===== src/rtl/umem_arbiter_if.sv =====
// rtl/umem_arbiter_if.sv - fetch, data and memory-side signals of the unified memory arbiter
interface umem_arbiter_if #(
  parameter int AW = 12
);
  // Instruction-fetch port (read-only)
  logic          if_req;
  logic [AW-1:0] if_addr;
  logic          if_ack;
  logic [63:0]   if_rdata;
  logic          if_err;

  // Load/store data port
  logic          d_req;
  logic          d_we;
  logic [AW-1:0] d_addr;
  logic [63:0]   d_wdata;
  logic [7:0]    d_wstrb;
  logic          d_ack;
  logic [63:0]   d_rdata;
  logic          d_err;

  // Single-port block RAM side
  logic          mem_en;
  logic          mem_we;
  logic [7:0]    mem_be;
  logic [AW-1:0] mem_addr;
  logic [63:0]   mem_wdata;
  logic [63:0]   mem_rdata;

  // Arbiter view
  modport slave (
    input  if_req, if_addr, d_req, d_we, d_addr, d_wdata, d_wstrb, mem_rdata,
    output if_ack, if_rdata, if_err, d_ack, d_rdata, d_err,
    output mem_en, mem_we, mem_be, mem_addr, mem_wdata
  );

  // Requester and memory view
  modport master (
    output if_req, if_addr, d_req, d_we, d_addr, d_wdata, d_wstrb, mem_rdata,
    input  if_ack, if_rdata, if_err, d_ack, d_rdata, d_err,
    input  mem_en, mem_we, mem_be, mem_addr, mem_wdata
  );
endinterface


===== src/rtl/umem_arbiter.sv =====
// rtl/umem_arbiter.sv - data-over-fetch arbiter for the single-port 64-bit unified memory
module umem_arbiter #(
  parameter int DEPTH      = 3000,
  parameter int AW         = 12,
  parameter int MAX_STREAK = 4
) (
  input logic           CLOCK_50,
  input logic           KEY0,
  umem_arbiter_if.slave bus
);

  localparam int SW = $clog2(MAX_STREAK + 1);

  typedef enum logic [1:0] {
    S_IDLE,
    S_ISSUE,
    S_WAIT,
    S_ACK
  } state_t;

  state_t        state;
  state_t        state_nx;

  // Grant decision, valid only while idle
  logic          grant;
  logic          grant_d;
  logic [AW-1:0] grant_addr;
  logic          grant_oor;

  // Captured transaction
  logic          owner_d;
  logic          cap_we;
  logic          err_q;
  logic [SW-1:0] streak;

  logic [63:0]   if_rdata_q;
  logic [63:0]   d_rdata_q;
  logic [7:0]    mem_be_q;
  logic [AW-1:0] mem_addr_q;
  logic [63:0]   mem_wdata_q;

  // State register
  always_ff @(posedge CLOCK_50) begin
    if (!KEY0) begin
      state <= S_IDLE;
    end else begin
      state <= state_nx;
    end
  end

  // Arbitration and next-state; fetch wins a tie only once data has hit its streak limit
  always_comb begin
    state_nx   = state;
    grant      = 1'b0;
    grant_d    = 1'b0;
    grant_addr = bus.if_addr;
    grant_oor  = 1'b0;
    case (state)
      S_IDLE: begin
        if (bus.d_req || bus.if_req) begin
          grant      = 1'b1;
          grant_d    = bus.d_req && (!bus.if_req || (streak != SW'(MAX_STREAK)));
          grant_addr = grant_d ? bus.d_addr : bus.if_addr;
          grant_oor  = ({1'b0, grant_addr} >= (AW + 1)'(DEPTH));
          state_nx   = grant_oor ? S_ACK : S_ISSUE;
        end
      end
      S_ISSUE: state_nx = S_WAIT;
      S_WAIT:  state_nx = S_ACK;
      S_ACK:   state_nx = S_IDLE;
      default: state_nx = S_IDLE;
    endcase
  end

  // Grant capture, streak tracking and read-data return
  always_ff @(posedge CLOCK_50) begin
    if (!KEY0) begin
      owner_d     <= 1'b0;
      cap_we      <= 1'b0;
      err_q       <= 1'b0;
      streak      <= '0;
      if_rdata_q  <= '0;
      d_rdata_q   <= '0;
      mem_be_q    <= '0;
      mem_addr_q  <= '0;
      mem_wdata_q <= '0;
    end else begin
      if (grant) begin
        owner_d <= grant_d;
        cap_we  <= grant_d && bus.d_we;
        err_q   <= grant_oor;
        // Out-of-range grants never reach the memory, so its bus keeps the last issued values
        if (!grant_oor) begin
          mem_addr_q <= grant_addr;
          mem_be_q   <= (grant_d && bus.d_we) ? bus.d_wstrb : 8'hFF;
          if (grant_d) begin
            mem_wdata_q <= bus.d_wdata;
          end
        end
        if (grant_d && bus.if_req) begin
          if (streak != SW'(MAX_STREAK)) begin
            streak <= streak + SW'(1);
          end
        end else begin
          streak <= '0;
        end
      end
      // Memory data is valid during WAIT; write accesses leave both read registers alone
      if (state == S_WAIT && !cap_we) begin
        if (owner_d) begin
          d_rdata_q <= bus.mem_rdata;
        end else begin
          if_rdata_q <= bus.mem_rdata;
        end
      end
    end
  end

  assign bus.if_ack    = (state == S_ACK) && !owner_d;
  assign bus.d_ack     = (state == S_ACK) && owner_d;
  assign bus.if_err    = bus.if_ack && err_q;
  assign bus.d_err     = bus.d_ack && err_q;
  assign bus.if_rdata  = if_rdata_q;
  assign bus.d_rdata   = d_rdata_q;

  assign bus.mem_en    = (state == S_ISSUE);
  assign bus.mem_we    = (state == S_ISSUE) && owner_d && cap_we;
  assign bus.mem_be    = mem_be_q;
  assign bus.mem_addr  = mem_addr_q;
  assign bus.mem_wdata = mem_wdata_q;

endmodule


===== src/flat_wrapper.sv =====
// flat-port wrapper written by rule: the top's interface ports become plain ports
module umem_arbiter_flat 
#(
  parameter int DEPTH      = 3000,
  parameter int AW         = 12,
  parameter int MAX_STREAK = 4
)
  (CLOCK_50, KEY0, bus_if_req, bus_if_addr, bus_d_req, bus_d_we, bus_d_addr, bus_d_wdata, bus_d_wstrb, bus_mem_rdata, bus_if_ack, bus_if_rdata, bus_if_err, bus_d_ack, bus_d_rdata, bus_d_err, bus_mem_en, bus_mem_we, bus_mem_be, bus_mem_addr, bus_mem_wdata);
  umem_arbiter_if #(.AW(AW)) bus_i ();
  input logic CLOCK_50;
  input logic KEY0;
  input wire logic [$bits(bus_i.if_req)-1:0] bus_if_req;
  input wire logic [$bits(bus_i.if_addr)-1:0] bus_if_addr;
  input wire logic [$bits(bus_i.d_req)-1:0] bus_d_req;
  input wire logic [$bits(bus_i.d_we)-1:0] bus_d_we;
  input wire logic [$bits(bus_i.d_addr)-1:0] bus_d_addr;
  input wire logic [$bits(bus_i.d_wdata)-1:0] bus_d_wdata;
  input wire logic [$bits(bus_i.d_wstrb)-1:0] bus_d_wstrb;
  input wire logic [$bits(bus_i.mem_rdata)-1:0] bus_mem_rdata;
  output wire logic [$bits(bus_i.if_ack)-1:0] bus_if_ack;
  output wire logic [$bits(bus_i.if_rdata)-1:0] bus_if_rdata;
  output wire logic [$bits(bus_i.if_err)-1:0] bus_if_err;
  output wire logic [$bits(bus_i.d_ack)-1:0] bus_d_ack;
  output wire logic [$bits(bus_i.d_rdata)-1:0] bus_d_rdata;
  output wire logic [$bits(bus_i.d_err)-1:0] bus_d_err;
  output wire logic [$bits(bus_i.mem_en)-1:0] bus_mem_en;
  output wire logic [$bits(bus_i.mem_we)-1:0] bus_mem_we;
  output wire logic [$bits(bus_i.mem_be)-1:0] bus_mem_be;
  output wire logic [$bits(bus_i.mem_addr)-1:0] bus_mem_addr;
  output wire logic [$bits(bus_i.mem_wdata)-1:0] bus_mem_wdata;
  assign bus_i.if_req = bus_if_req;
  assign bus_i.if_addr = bus_if_addr;
  assign bus_i.d_req = bus_d_req;
  assign bus_i.d_we = bus_d_we;
  assign bus_i.d_addr = bus_d_addr;
  assign bus_i.d_wdata = bus_d_wdata;
  assign bus_i.d_wstrb = bus_d_wstrb;
  assign bus_i.mem_rdata = bus_mem_rdata;
  assign bus_if_ack = bus_i.if_ack;
  assign bus_if_rdata = bus_i.if_rdata;
  assign bus_if_err = bus_i.if_err;
  assign bus_d_ack = bus_i.d_ack;
  assign bus_d_rdata = bus_i.d_rdata;
  assign bus_d_err = bus_i.d_err;
  assign bus_mem_en = bus_i.mem_en;
  assign bus_mem_we = bus_i.mem_we;
  assign bus_mem_be = bus_i.mem_be;
  assign bus_mem_addr = bus_i.mem_addr;
  assign bus_mem_wdata = bus_i.mem_wdata;
  umem_arbiter #(.DEPTH(DEPTH), .AW(AW), .MAX_STREAK(MAX_STREAK)) u_core (.CLOCK_50(CLOCK_50), .KEY0(KEY0), .bus(bus_i));
endmodule

===== config.mk =====
export PLATFORM = sky130hd
export DESIGN_NAME = umem_arbiter_flat
export DESIGN_NICKNAME = d
export VERILOG_FILES = /design/src/rtl/umem_arbiter_if.sv /design/src/rtl/umem_arbiter.sv /design/src/flat_wrapper.sv
export SDC_FILE = /design/constraint.sdc
export NUM_CORES = 1
export LEC_CHECK = 0
export CAP_MARGIN = 0
export CORE_AREA = 2 2 148 150
export CTS_BUF_LIST = sky130_fd_sc_hd__clkbuf_4 sky130_fd_sc_hd__clkbuf_8 sky130_fd_sc_hd__clkbuf_16
export CTS_CLUSTER_DIAMETER = 120
export DETAILED_ROUTE_END_ITERATION = 10
export DIE_AREA = 0 0 150 152
export PLACE_DENSITY = 0.77
export SLEW_MARGIN = 20
export SYNTH_ARGS = -nofsm -noshare
export SYNTH_HDL_FRONTEND = slang
export SYNTH_SLANG_ARGS = --single-unit

===== constraint.sdc =====
create_clock -name CLOCK_50 -period 3.8 [get_ports CLOCK_50]
set_input_delay 0.76 -clock CLOCK_50 [delete_from_list [all_inputs] [get_ports CLOCK_50]]
set_output_delay 0.76 -clock CLOCK_50 [all_outputs]
set_load 0.02 [all_outputs]

==> impl_metrics.tcl <==
set metrics [dict create \
    cp_data_required_time_ps 3040 \
    die-area_um2 22800 \
    finalWeightedCongestion 0.814 \
    drc 0 \
    rrSetupSlack_ps 1700 \
    cts_tree "done" \
    vias 8382 \
    p_leak_uw 0.00460 \
    timing.final.crit_share_pct 73.5 \
    io_buffers 382 \
    hold_viol 0 \
    crit_chain "ha_1 -> nor2b_1 -> and2_1 -> clkdlybuf4s50_1" \
    endpoint_kind "output port" \
    reg2reg_from "u_core.state[1]" \
    rsz0062_at_grt "false" \
    drive_gt1_share_pct 5.44 \
    synth-seq-cells 220 \
    yosys-top-cells-count "nand2_1 (284), dfxtp_1 (220), a21oi_1 (197)" \
    start_kind "register" \
    r2r_end "u_core.bus.mem_wdata[11]" \
    drt-initial-drc-count 359 \
    final_area_um2 13200 \
    clock-sinks 220 \
    htreeDepth 1 \
    avgSynthCellArea_um2 8.20 \
    hold-path-cell-count 2 \
    path_class "reg -> out" \
    setup_tns_ps 0 \
    reg2reg_depth 6 \
    wl_per_cell_um 16.3 \
    synth_top_area_cell "dfxtp_1" \
    hold_buffers 0 \
    layoutNonFillerInstCount 1659 \
    place_area_um2 12300 \
    drtPass1Iterations 5 \
    clkTransAtPathRegs_ps 60 \
    die_w_um 150 \
    synth_xor_area_share_pct 0 \
    status "finished clean" \
    synthSimpleGateAreaFrac_pct 18.7 \
    timing.hold.ws_ps 452 \
    synth_edf_count 0 \
    dpl.hpwl_mm 18.3 \
    clk_path_buf_depth 3 \
    cts_resized 0 \
    ir_drop_mv 0.415 \
    core_um2 21400 \
    synth_compound_area_share_pct 19.9 \
    worst-path-buf-inv 1 \
    synth_top_area_share_pct 52.4 \
    synthArstFlopShare_pct 0 \
    max_freq_mhz 358 \
    antenna_left 0 \
    worst_slew_pin_slew_ps 769 \
    cap_violations 0 \
    wl_mm 27.1 \
    yosys-top-cells-area "dfxtp_1 (52%), nand2_1 (13%), a21oi_1 (12%)" \
    yosysMostFrequentCell "nand2_1" \
    syn2layout_area_growth_pct 56.6 \
    syn_area_um2 8400 \
    fin_nets 1532 \
    syn-instance-count 1024 \
    row_count 54 \
    grt-ovfl-total 0 \
    ys_warn_count 0 \
    cp_top_family "buffers and inverters" \
    ys_seq_area_share_pct 52.4 \
    fin_crit_ps 2790 \
    fp.dieH_um 152 \
    cts-buffers-inserted 24 \
    vias_per_cell 5.05 \
    cp_slowest_stage_delay_ps 620 \
    cts_setup_buffers 0 \
    maxSlewHeadroom_pct 48.7 \
    place_inst 1615 \
    p_per_area_nw_per_um2 513 \
    worstHoldStart "u_core.bus.if_rdata[5]" \
    cts_root_buffer "clkbuf_16" \
    clk_latency_ps 510 \
    crit_slowest_cell "clkdlybuf4s50_1" \
    grt_usage_pct 22.5 \
    grt_max_degree 79 \
    grt_pass1_vias 7943 \
    critPathArrivalTime_ps 2030 \
    setup_viol 0 \
    synth_top_family_by_area "compound AO/OA/AOI/OAI gates" \
    clock_skew_ps 7.73 \
    pin_count 383 \
    synth_flop_cell "dfxtp_1" \
    synth.distinct_cells 42 \
    min_path_type "reg -> reg" \
    hold_path_end "u_core.bus.if_rdata[5]" \
    grt_pass1_wl_mm 42.1 \
    start_util_pct 39.3 \
    critPathMaxFanout 4 \
    final-max-slew-violation-count 0 \
    synthAdderAreaFrac_pct 0.894 \
    syn_nets 1195 \
    grt_antenna_before_repair 1 \
    muxShareOfSynthArea_pct 2.38 \
]
registers in the layout, indices dropped and copies added (netlist names):
register / cells
u_core.bus.mem_wdata: 64
u_core.bus.d_rdata: 64
u_core.cap_we: 1
u_core.bus.mem_addr: 12
u_core.err_q: 1
u_core.state: 2
u_core.bus.mem_be: 8
u_core.streak: 3
u_core.owner_d: 1
u_core.bus.if_rdata: 64
worst max path at each step:
stage,startpoint,to,slack [ps],cells after the start
2_1_floorplan,u_core.state[0],bus_if_err,1860,3
3_3_place_gp,bus_if_req,u_core.bus.mem_be[4],960,6
3_5_place_dp,bus_if_req,u_core.bus.mem_be[4],920,6
4_1_cts,u_core.state[0],bus_if_err,980,4
5_1_grt,u_core.state[0],bus_if_err,900,4
6_report,u_core.state[1],bus_if_err,1010,4
per-stage QoR:
step | setup slack [ps] | utilization, % | total power (µW)
2_1_floorplan | 1860 | - | 3550
3_3_place_gp | 962 | 57.6 | 4280
3_5_place_dp | 918 | 57.6 | 4300
4_1_cts | 978 | 61.6 | 6810
5_1_grt | 903 | 61.6 | 7040
6_report | 1010 | 61.6 | 6740
layer usage:
metal	share of wire, %	wire length, µm	track usage, %	vias up
li1	-	-	-	4143
met1	39	10500	26.6	3840
met2	49	13200	38.3	331
met3	9.2	2490	6.58	68
met4	3.5	940	8.54	0
met5	0	0	0	-
area by class of cell:
cell class,instances,area [µm²]
flip-flops and latches,220,4400
well taps,280,350
repair buffers,401,3980
fillers,1866,8200
diodes,1,2.50
inverters,7,31.3
multi-input cells,707,3530
clock buffers,30,664
clock inverters,13,194
kinds of logic (layout without fill, tap and decap cells):
| family | Yosys count | in the layout |
|---|---|---|
| AO/OA/AOI/OAI | 307 | 307 |
| AND/OR/NAND/NOR | 374 | 374 |
| flip-flops | 220 | 220 |
| multiplexers | 20 | 20 |
| other | 0 | 1 |
| adder cells (fa/ha/maj) | 6 | 6 |
| buffers and inverters | 97 | 451 |
worst register-to-register path, delay by kind of cell, from the launching register on:
family | cells | cell delay (ps)
adders and majority gates | 1 | 360
DFF | 1 | 340
AOI/OAI and AO/OA | 2 | 270
buffers and inverters | 2 | 480
and+or+nand+nor | 1 | 530
where the power goes:
part           internal, µW  switching (µW)
Clock                  1520             967
Combinational           721             898
Sequential             2520             111
Total                  4770            1980
placed cells by master, fill, tap and decap left out, drive strengths merged, types with 2 or more instances in the layout:
| cell type | n |
|---|---|
| clkdlybuf4s50 | 382 |
| nand2 | 284 |
| dfxtp | 220 |
| a21oi | 197 |
| o21ai | 76 |
| nand3 | 69 |
| clkbuf | 30 |
| mux2i | 20 |
| buf | 19 |
| o211ai | 12 |
| a21o | 11 |
| inv | 9 |
| ha | 6 |
| bufinv | 4 |
| clkinv | 4 |
| and3 | 4 |
| and2 | 3 |
| nand4 | 3 |
| clkinvlp | 3 |
| nand3b | 2 |
| nor3 | 2 |
| a31o | 2 |
| or3b | 2 |
| a221oi | 2 |
No activity file was read; power rests on OpenSTA's default activity.
